**src/rtl/regfile_pkg.sv**
```systemverilog
// regfile_pkg: shared register-file / scoreboard constants and types.
// No ports; imported by the scoreboard and its counter.
package regfile_pkg;

  localparam int NUM_REGS = 32;
  localparam int ADDR_W   = $clog2(NUM_REGS);
  localparam int CNT_W    = 2;
  localparam int REG_ZERO = 0;

  typedef logic [ADDR_W-1:0] reg_addr_t;
  typedef logic [CNT_W-1:0]  sb_cnt_t;

endpackage

```
**src/rtl/sb_counter.sv**
```systemverilog
// sb_counter: saturating up/down pending-write counter for one register.
// Ports: clk, reset, inc, dec, clr -> count, nonzero, full, underflow.
module sb_counter
  import regfile_pkg::*;
#(
  parameter int W = CNT_W
) (
  input  logic         clk,
  input  logic         reset,
  input  logic         inc,
  input  logic         dec,
  input  logic         clr,
  output logic [W-1:0] count,
  output logic         nonzero,
  output logic         full,
  output logic         underflow
);

  logic [W-1:0] cnt_q, cnt_d;

  assign count   = cnt_q;
  assign nonzero = (cnt_q != '0);
  assign full    = (cnt_q == '1);

  // inc and dec together cancel, so they never flag underflow.
  assign underflow = dec && !inc
                  && !nonzero && !clr;

  always_comb begin
    cnt_d = cnt_q;
    if (clr) begin
      cnt_d = '0;
    end else if (inc && !dec && !full) begin
      cnt_d = cnt_q + W'(1);
    end else if (dec && !inc && nonzero) begin
      cnt_d = cnt_q - W'(1);
    end
  end

  always_ff @(posedge clk) begin
    if (reset) cnt_q <= '0;
    else       cnt_q <= cnt_d;
  end

endmodule

```
**src/rtl/reg_scoreboard.sv**
```systemverilog
// reg_scoreboard: issue-side pending-write tracker, stalls RAW hazards.
// Ports: issue_* / wb_* / flush in; stall_rs*, issue_ready, pending_any,
// err_underflow out. Define WB_BYPASS_EN to release stalls on same-cycle wb.
module reg_scoreboard
  import regfile_pkg::*;
#(
  parameter int NUM_REGS = regfile_pkg::NUM_REGS,
  parameter int ADDR_W   = regfile_pkg::ADDR_W,
  parameter int CNT_W    = regfile_pkg::CNT_W
) (
  input  logic              clk,
  input  logic              reset,
  input  logic              issue_valid,
  output logic              issue_ready,
  input  logic [ADDR_W-1:0] issue_rs1,
  input  logic [ADDR_W-1:0] issue_rs2,
  input  logic [ADDR_W-1:0] issue_rd,
  input  logic              issue_wr,
  input  logic              wb_valid,
  input  logic [ADDR_W-1:0] wb_rd,
  input  logic              flush,
  output logic              stall_rs1,
  output logic              stall_rs2,
  output logic              pending_any,
  output logic              err_underflow
);

  logic [CNT_W-1:0]    cnt [NUM_REGS];
  logic [NUM_REGS-1:0] nz, full, uf;
  logic                inc_en, err_q, err_d;
  logic                byp1, byp2;

  // Register 0 is never pending.
  assign cnt[0]  = '0;
  assign nz[0]   = 1'b0;
  assign full[0] = 1'b0;
  assign uf[0]   = 1'b0;

  assign inc_en = issue_valid && issue_ready
               && issue_wr
               && (issue_rd != ADDR_W'(REG_ZERO));

  for (genvar i = 1; i < NUM_REGS; i++) begin : g_cnt
    logic inc, dec;
    assign inc = inc_en && (issue_rd == ADDR_W'(i));
    assign dec = wb_valid && (wb_rd == ADDR_W'(i));

    sb_counter #(.W(CNT_W)) u_cnt (
      .clk       (clk),
      .reset     (reset),
      .inc       (inc),
      .dec       (dec),
      .clr       (flush),
      .count     (cnt[i]),
      .nonzero   (nz[i]),
      .full      (full[i]),
      .underflow (uf[i])
    );
  end

`ifdef WB_BYPASS_EN
  // Last outstanding write retiring now: regfile writes before read.
  assign byp1 = wb_valid && (wb_rd == issue_rs1)
             && (cnt[issue_rs1] == CNT_W'(1));
  assign byp2 = wb_valid && (wb_rd == issue_rs2)
             && (cnt[issue_rs2] == CNT_W'(1));
`else
  assign byp1 = 1'b0;
  assign byp2 = 1'b0;
`endif

  assign stall_rs1 = nz[issue_rs1] && !byp1;
  assign stall_rs2 = nz[issue_rs2] && !byp2;

  assign issue_ready = !stall_rs1 && !stall_rs2
                    && !(issue_wr && full[issue_rd]);

  assign pending_any   = |nz;
  assign err_underflow = err_q;

  assign err_d = err_q || (|uf);

  always_ff @(posedge clk) begin
    if (reset) err_q <= 1'b0;
    else       err_q <= err_d;
  end

endmodule

```
**config.mk**
```make
export PLATFORM = sky130hd
export DESIGN_NAME = reg_scoreboard
export DESIGN_NICKNAME = d
export VERILOG_FILES = /design/src/rtl/regfile_pkg.sv /design/src/rtl/sb_counter.sv /design/src/rtl/reg_scoreboard.sv
export SDC_FILE = /design/constraint.sdc
export NUM_CORES = 1
export LEC_CHECK = 0
export BUFFER_PORTS_ARGS = -buffer_cell sky130_fd_sc_hd__buf_2
export CAP_MARGIN = 15
export CORE_ASPECT_RATIO = 1.1
export CORE_UTILIZATION = 30
export DETAILED_ROUTE_END_ITERATION = 16
export PLACE_DENSITY = 0.43
export SETUP_SLACK_MARGIN = 0.02
export SYNTH_ARGS = -nofsm -noshare
export SYNTH_HDL_FRONTEND = slang
export SYNTH_HIERARCHICAL = 1
export SYNTH_SLANG_ARGS = --single-unit
```
**constraint.sdc**
```tcl
create_clock -name clk -period 3.8 [get_ports clk]
set_input_delay 0.19 -clock clk [delete_from_list [all_inputs] [get_ports clk]]
set_output_delay 0.19 -clock clk [all_outputs]
set_load 0.05 [all_outputs]
```
* Yosys cells after proc, flatten, opt, wreduce, memory -nomap -nowiden
Index checks and enable logic that the tools add are counted.
** Cells by class
- Add/subtract/negate cells :: 62
- $mul :: 0
- Div/mod/pow operators :: 0
- Order comparisons :: 3
- Equality and inequality tests :: 93
- Shifts and indexed selects :: 0
- Multiplexer cells :: 68
- Bitwise operators :: 0
- Reduce and logical (&&, ||, !) cells :: 449
** Operator list (count)
- $logic_and A1 B1 Y1 :: 254
- $eq A5 B5 Y1 const B :: 32
- $logic_not A1 Y1 :: 128
- $mux W2 :: 62
- $reduce_bool A2 Y1 :: 62
- $eq A5 B4 Y1 const B :: 16
- $add A2 B1 Y2 const B :: 31
- $eq A2 B2 Y1 const B :: 31
- $reduce_or A31 Y1 :: 2
- $sub A2 B1 Y2 const B :: 31
- $eq A5 B3 Y1 const B :: 8
- $eq A5 B2 Y1 const B :: 4
- $lt A5 B6 Y1 const B :: 3
- $bmux W1 S5 :: 3
- $eq A5 B1 Y1 const B :: 2
- $reduce_bool A5 Y1 :: 1
- $mux W1 :: 3
- $reduce_or A2 Y1 :: 1
- $logic_or A1 B1 Y1 :: 1
** Storage, ports and cells
- Register bits :: 63
- Bits in latches :: 0
- RAM bits :: 0
- Bits in read-only memories :: 0
- Bits of input ports :: 26
- Output and inout port bits :: 5
- Word-level logic and storage cells :: 707
- Memories kept :: 0

* Logic depth before layout (Yosys ltp)
- Depth after elaboration :: 16
- Gate-level depth with buffers :: 14
- Mapped depth without buffers :: 12

* Cells and area by module
Netlist, hierarchy kept.
** Modules (own cells, without submodules)
- sb_counter :: times used 31, cells each 16, area an instance 141.4 um2
- reg_scoreboard :: times used 1, cells each 269, area an instance 2103.3 um2

* Least setup slack after synthesis
Ideal clock, no wire load.
- Path type :: register to output
- Start :: register g_cnt[17].u_cnt.cnt_q[0]
- End :: output port issue_ready
- Arrival time :: 2903 ps
- Slack :: 707 ps
- Cell stages (with the launch flop) :: 7
- Buffers on the path :: 1
- Path through :: dfxtp_1 -> or2_1 -> mux4_1 -> o2111ai_2 -> nand4_4 -> buf_6 -> a211oi_1
** On the way
- Longest elaborated chain between the ends :: 6
** Ends and longest elaborated chain
- start: declaration :: RTL line sb_counter.sv:19 : logic [W-1:0] cnt_q, cnt_d;
- start signal: assignment :: RTL line sb_counter.sv:42 : else cnt_q <= cnt_d;
- $reduce_bool A2 Y1 :: RTL line sb_counter.sv:22 : assign nonzero = (cnt_q != '0);
- named net nz[17] :: RTL line reg_scoreboard.sv:29 : logic [NUM_REGS-1:0] nz, full, uf;
- $bmux W1 S5 :: RTL line reg_scoreboard.sv:73 : assign stall_rs2 = nz[issue_rs2] && !byp2;
- $mux W1 (not written as such) :: RTL line reg_scoreboard.sv:73
- named net stall_rs2 :: RTL line reg_scoreboard.sv:23 : output logic stall_rs2,
- $logic_not A1 Y1 :: RTL line reg_scoreboard.sv:75 : assign issue_ready = !stall_rs1 && !stall_rs2
- $logic_and A1 B1 Y1 :: RTL line reg_scoreboard.sv:75
- $logic_and A1 B1 Y1 :: RTL line reg_scoreboard.sv:76 : && !(issue_wr && full[issue_rd]);
- end: declaration :: RTL line reg_scoreboard.sv:14 : output logic issue_ready,
The timed path passes the listed nets, and every way through them passes these cells. The select of a mux whose other input is x is not followed.

* Final worst setup path
- Start :: register g_cnt[7].u_cnt.cnt_q[0]
- End :: register err_q, in the netlist err_underflow
** On the way
- Longest elaborated chain between the ends :: 16
** Ends and longest elaborated chain
- start: declaration :: RTL line sb_counter.sv:19
- start signal: assignment :: RTL line sb_counter.sv:42
- $eq A2 B2 Y1 :: RTL line sb_counter.sv:23 : assign full = (cnt_q == '1);
- named net full[7] :: RTL line reg_scoreboard.sv:29
- $bmux W1 S5 :: RTL line reg_scoreboard.sv:76
- $mux W1 (not written as such) :: RTL line reg_scoreboard.sv:76
- $logic_and A1 B1 Y1 :: RTL line reg_scoreboard.sv:76
- $logic_not A1 Y1 :: RTL line reg_scoreboard.sv:76
- $logic_and A1 B1 Y1 :: RTL line reg_scoreboard.sv:76
- $logic_and A1 B1 Y1 :: RTL line reg_scoreboard.sv:39 : assign inc_en = issue_valid && issue_ready
- (+2 left out)
- $logic_and A1 B1 Y1 :: RTL line reg_scoreboard.sv:45 : assign inc = inc_en && (issue_rd == ADDR_W'(i));
- named net g_cnt[1].inc :: RTL line reg_scoreboard.sv:44 : logic inc, dec;
- $logic_not A1 Y1 :: RTL line sb_counter.sv:26 : assign underflow = dec && !inc
- $logic_and A1 B1 Y1 :: RTL line sb_counter.sv:26
- $logic_and A1 B1 Y1 (2 in series) :: RTL line sb_counter.sv:27 : && !nonzero && !clr;
- named net uf[1] :: RTL line reg_scoreboard.sv:29
- $reduce_or A31 Y1 :: RTL line reg_scoreboard.sv:81 : assign err_d = err_q || (|uf);
- $logic_or A1 B1 Y1 :: RTL line reg_scoreboard.sv:81
- end signal: assignment :: RTL line reg_scoreboard.sv:85 : else err_q <= err_d;
- end: declaration :: RTL line reg_scoreboard.sv:30 : logic inc_en, err_q, err_d;
The timed path passes the listed nets, and every way through them passes these cells. The select of a mux whose other input is x is not followed.
A chain may end at the register's enable or synchronous reset.

==> reports/qor.yml <==
outcome:
  run_status: "finished clean"
pwr:
  seq_power_share_pct: 34.9
  sw_frac_of_total_pct: 28.7
  share_of_total_power_in_combinational_logic_pct: 15.5
  power_frac_clock_pct: 49.6
  vdd_ir_drop_max_uv: 214
  power.static_leakage_nw: 2.51
  power_density_nw_per_um2: 251
  net_switching_component_of_the_power_mw: 0.548
  intPower_mw: 1.36
setup_path:
  rr_startpoint: "g_cnt[7].u_cnt/count[0]"
  worst_setup_path_end_kind: "flop"
  sequence_of_cells_on_the_critical_path: "and2_1, mux4_2, a311oi_2, a32oi_4, buf_4, nor4_2, or2b_2, nor3_1, nor4_1, nand4_1, nor2_1, nor2_1"
  regToRegEndpoint: "err_underflow"
  worst-path-max-fanout: 13
  regToRegSetupSlack_ns: 0.11
  slowest_delay_ns: 0.50
  critical_path_class: "flop to flop"
  timing.critical_path.mode_cell: "sky130_fd_sc_hd__nor2_1"
  setup.worst_path.start_class: "flop"
  rr_worst_depth: 12
  crit_arrival_ns: 3.90
  timing.critical_path.required_ns: 4.01
  critical-path-slowest-cell: "sky130_fd_sc_hd__mux4_2"
synth:
  synthesis.area_per_instance_sq_um: 8.48
  mapped_cell_area_sq_um: 6490
  synth_ff_type: "sky130_fd_sc_hd__dfxtp_1"
  postSynthCellCount: 765
  edff_count_synth: 0
  synth_seq_cells: 63
  yosysMostFrequentCell: "sky130_fd_sc_hd__dfxtp_1"
  synth.net_count: 791
  synth_cell_type_count: 49
  yosysWarningCount: 6
  yosys-top-cells-area: "sky130_fd_sc_hd__dfxtp_1, sky130_fd_sc_hd__mux2i_1, sky130_fd_sc_hd__a211oi_2"
  synth.top_cell.area_share_pct: 19.4
  synthTopCellsByCount: "sky130_fd_sc_hd__dfxtp_1, sky130_fd_sc_hd__o21ai_1, sky130_fd_sc_hd__mux2i_1, sky130_fd_sc_hd__nand2_1, sky130_fd_sc_hd__nor2_1"
  synth_top_cell_by_area: "sky130_fd_sc_hd__dfxtp_1"
  synth_seq_area_share_pct: 19.4
  synth_async_sr_flop_share_pct: 0
worst_hold_path:
  hp-start: "flush"
  hold-path-endpoint: "g_cnt[13].u_cnt/count[0]"
  hold_path_depth: 2
  hold_path_class: "input port to flop"
global_route:
  grt.overflow.total: 0
  grt_first_pass_wirelength_microns: 34500
  track_usage_pct: 20.6
  grt_antenna_before_repair: 0
  grt_start_max_net_pins: 45
  vias_in_the_first_global_route: 6030
place:
  preCtsSetupSlack_ns: -0.0602
  place.gp.congestion: 0.900
  dpl.hpwl_microns: 16900
  placedInstanceArea_sq_um: 7210
  port-buffer-count: 30
clock_tree:
  clockBufferDepth: 2
  clock_latency_at_the_later_pin_of_the_worst_skew_pair_ns: 0.35
  cts_tree: "built"
  reg_clk_slew_reported_paths_ns: 0.06
  post_cts_hold_buffers: 0
  cts.root.buffer_cell: "sky130_fd_sc_hd__clkbuf_16"
  cts_buffers: 9
  cts.sinks: 63
  cts_max_level: 3
floorplan:
  dieArea_sq_um: 22200
  floorplan.initialDensity_pct: 30.6
  core_region_area_sq_um: 21200
  fp-row-count: 56
  floorplan.die.width_microns: 142
  die-height_microns: 156
  io_pins: 31
layout:
  synthToLayoutAreaGrowth_pct: 17.1
  final_area_sq_um: 7600
  layout-drive-gt1-share_pct: 28.5
  num_antenna_cells: 0
  finish.net_count: 860
sta:
  worst_slew_pin_slew_ns: 0.966
  max_slew_margin_pct: 35.1
  unrepaired_setup_endpoints_after_global_routing: "no"
  period_share_pct: 97.1
  fin_hold_ws_ns: 0.424
  final_period_minus_worst_setup_slack_ns: 3.69
  skew_ns: 0.00777
  postLayoutSetupSlackWorst_ns: 0.112
  setup_viol: 0
  fmaxAchievable_ghz: 0.271
  final_hold_viol_count: 0
  totalNegativeSetupSlack_ns: 0
  timing_max_transition_violations_final: 0
detailed_routing:
  wl_microns: 22400
  detail_route.vias_per_cell: 5.50
  drc: 0
  post_drt_wl_per_cell_microns: 19.9
  vias_after_detailed_routing: 6212
  drt_pass1_iterations: 5
  drt-initial-drc-count: 427
  antenna_violating_nets_post_route: 0
flow_run:
  max_cap_violations: 0
-- placed cells by master (no fill, tap or decap), types with 3 or more instances in the layout --
cell type,synthesis,routed
sky130_fd_sc_hd__nor3b_1,34,34
sky130_fd_sc_hd__nor4_2,27,27
sky130_fd_sc_hd__buf_4,1,54
sky130_fd_sc_hd__clkbuf_16,0,9
sky130_fd_sc_hd__o21ai_1,62,62
sky130_fd_sc_hd__and2_2,31,31
sky130_fd_sc_hd__nor2_1,40,40
sky130_fd_sc_hd__and2_1,31,31
sky130_fd_sc_hd__mux2i_1,57,57
sky130_fd_sc_hd__or2_1,31,31
sky130_fd_sc_hd__a211oi_1,32,32
sky130_fd_sc_hd__or2b_2,31,31
sky130_fd_sc_hd__buf_2,6,29
sky130_fd_sc_hd__dfxtp_1,63,63
sky130_fd_sc_hd__a21oi_1,4,4
sky130_fd_sc_hd__mux4_2,6,6
sky130_fd_sc_hd__nand4_1,4,4
sky130_fd_sc_hd__nand2_1,57,57
sky130_fd_sc_hd__nand3_1,24,24
sky130_fd_sc_hd__mux4_1,3,3
sky130_fd_sc_hd__a22oi_1,4,4
sky130_fd_sc_hd__nor4_1,15,15
sky130_fd_sc_hd__a211oi_2,31,31
sky130_fd_sc_hd__nor4_4,3,3
sky130_fd_sc_hd__nand3b_1,9,9
sky130_fd_sc_hd__nor3_1,33,33
sky130_fd_sc_hd__nor2b_1,12,12
sky130_fd_sc_hd__xnor2_1,31,31
sky130_fd_sc_hd__nand2b_1,5,5
sky130_fd_sc_hd__and2b_1,32,32
-- layout make-up --
cell class | count | area [sq um]
inverter | 2 | 7.51
sequential | 63 | 1260
tap | 290 | 363
clock inverter | 3 | 65.1
clock buffer | 13 | 260
multi-input combinational | 674 | 5070
fill | 2187 | 13600
timing repair buffer | 84 | 571
-- power by group through the flow --
stage                     Combinational (mW)  Sequential (mW)  Clock (mW)
after floorplan                        0.174            0.683           0
after global placement                 0.280            0.679           0
after detailed placement               0.283            0.679           0
after CTS                              0.292            0.665       0.965
after global routing                   0.315            0.665       0.997
final                                  0.296            0.665       0.946
-- critical path: cells and delay by family (launching register included) --
family	cells	cell delay (ns)
buf+inv	1	0.30
compound gates	2	0.68
simple gates	8	1.70
mux	1	0.50
flops	1	0.36
-- metal layers --
metal	share of wire, %	GRT usage (%)
met4	3.0	8.19
met1	43	24.3
met2	50	36.9
met5	0	0
met3	3.9	3.55
-- through the flow --
stage | cells | total power [mW] | util [%]
global route | 1129 | 1.98 | 35.8
detailed placement | 1107 | 0.962 | 33.9
floorplan | 765 | 0.857 | -
finish | 1129 | 1.91 | 35.8
global placement | 1107 | 0.960 | 33.9
CTS | 1128 | 1.92 | 35.6
-- flip-flops by register name, indices dropped and copies added (netlist names) --
name               count
err_underflow          1
g_cnt.u_cnt/count     62
-- how the worst max path moves through the flow --
stage                             start             to  slack [ns]  depth (start not counted)
6_report        g_cnt[7].u_cnt/count[0]  err_underflow        0.11                         12
3_3_place_gp    g_cnt[1].u_cnt/count[1]  err_underflow       -0.02                         13
4_1_cts        g_cnt[27].u_cnt/count[0]  err_underflow        0.02                         12
5_1_grt        g_cnt[27].u_cnt/count[0]  err_underflow        0.06                         12
2_1_floorplan  g_cnt[17].u_cnt/count[0]    issue_ready        0.71                          6
3_5_place_dp    g_cnt[1].u_cnt/count[0]  err_underflow       -0.06                         13
-- repair_timing --
action	in CTS	in global routing
setup buffers	5	0
resized for setup	0	2
pin swaps	1	1
setup endpoints to repair	1	1
cloned	0	1
-- logic make-up (layout without fill, tap and decap cells) --
| family | after synthesis | after routing | synth area share (%) |
|---|---|---|---|
| AND/OR/NAND/NOR | 431 | 431 | 44.0 |
| AO/OA/AOI/OAI | 143 | 144 | 16.8 |
| multiplexers | 68 | 68 | 12.4 |
| flip-flops | 63 | 63 | 19.4 |
| XOR/XNOR | 31 | 31 | 4.19 |
| buffers and inverters | 29 | 102 | 3.13 |
Note: power is estimated with default switching activity, not from simulation.
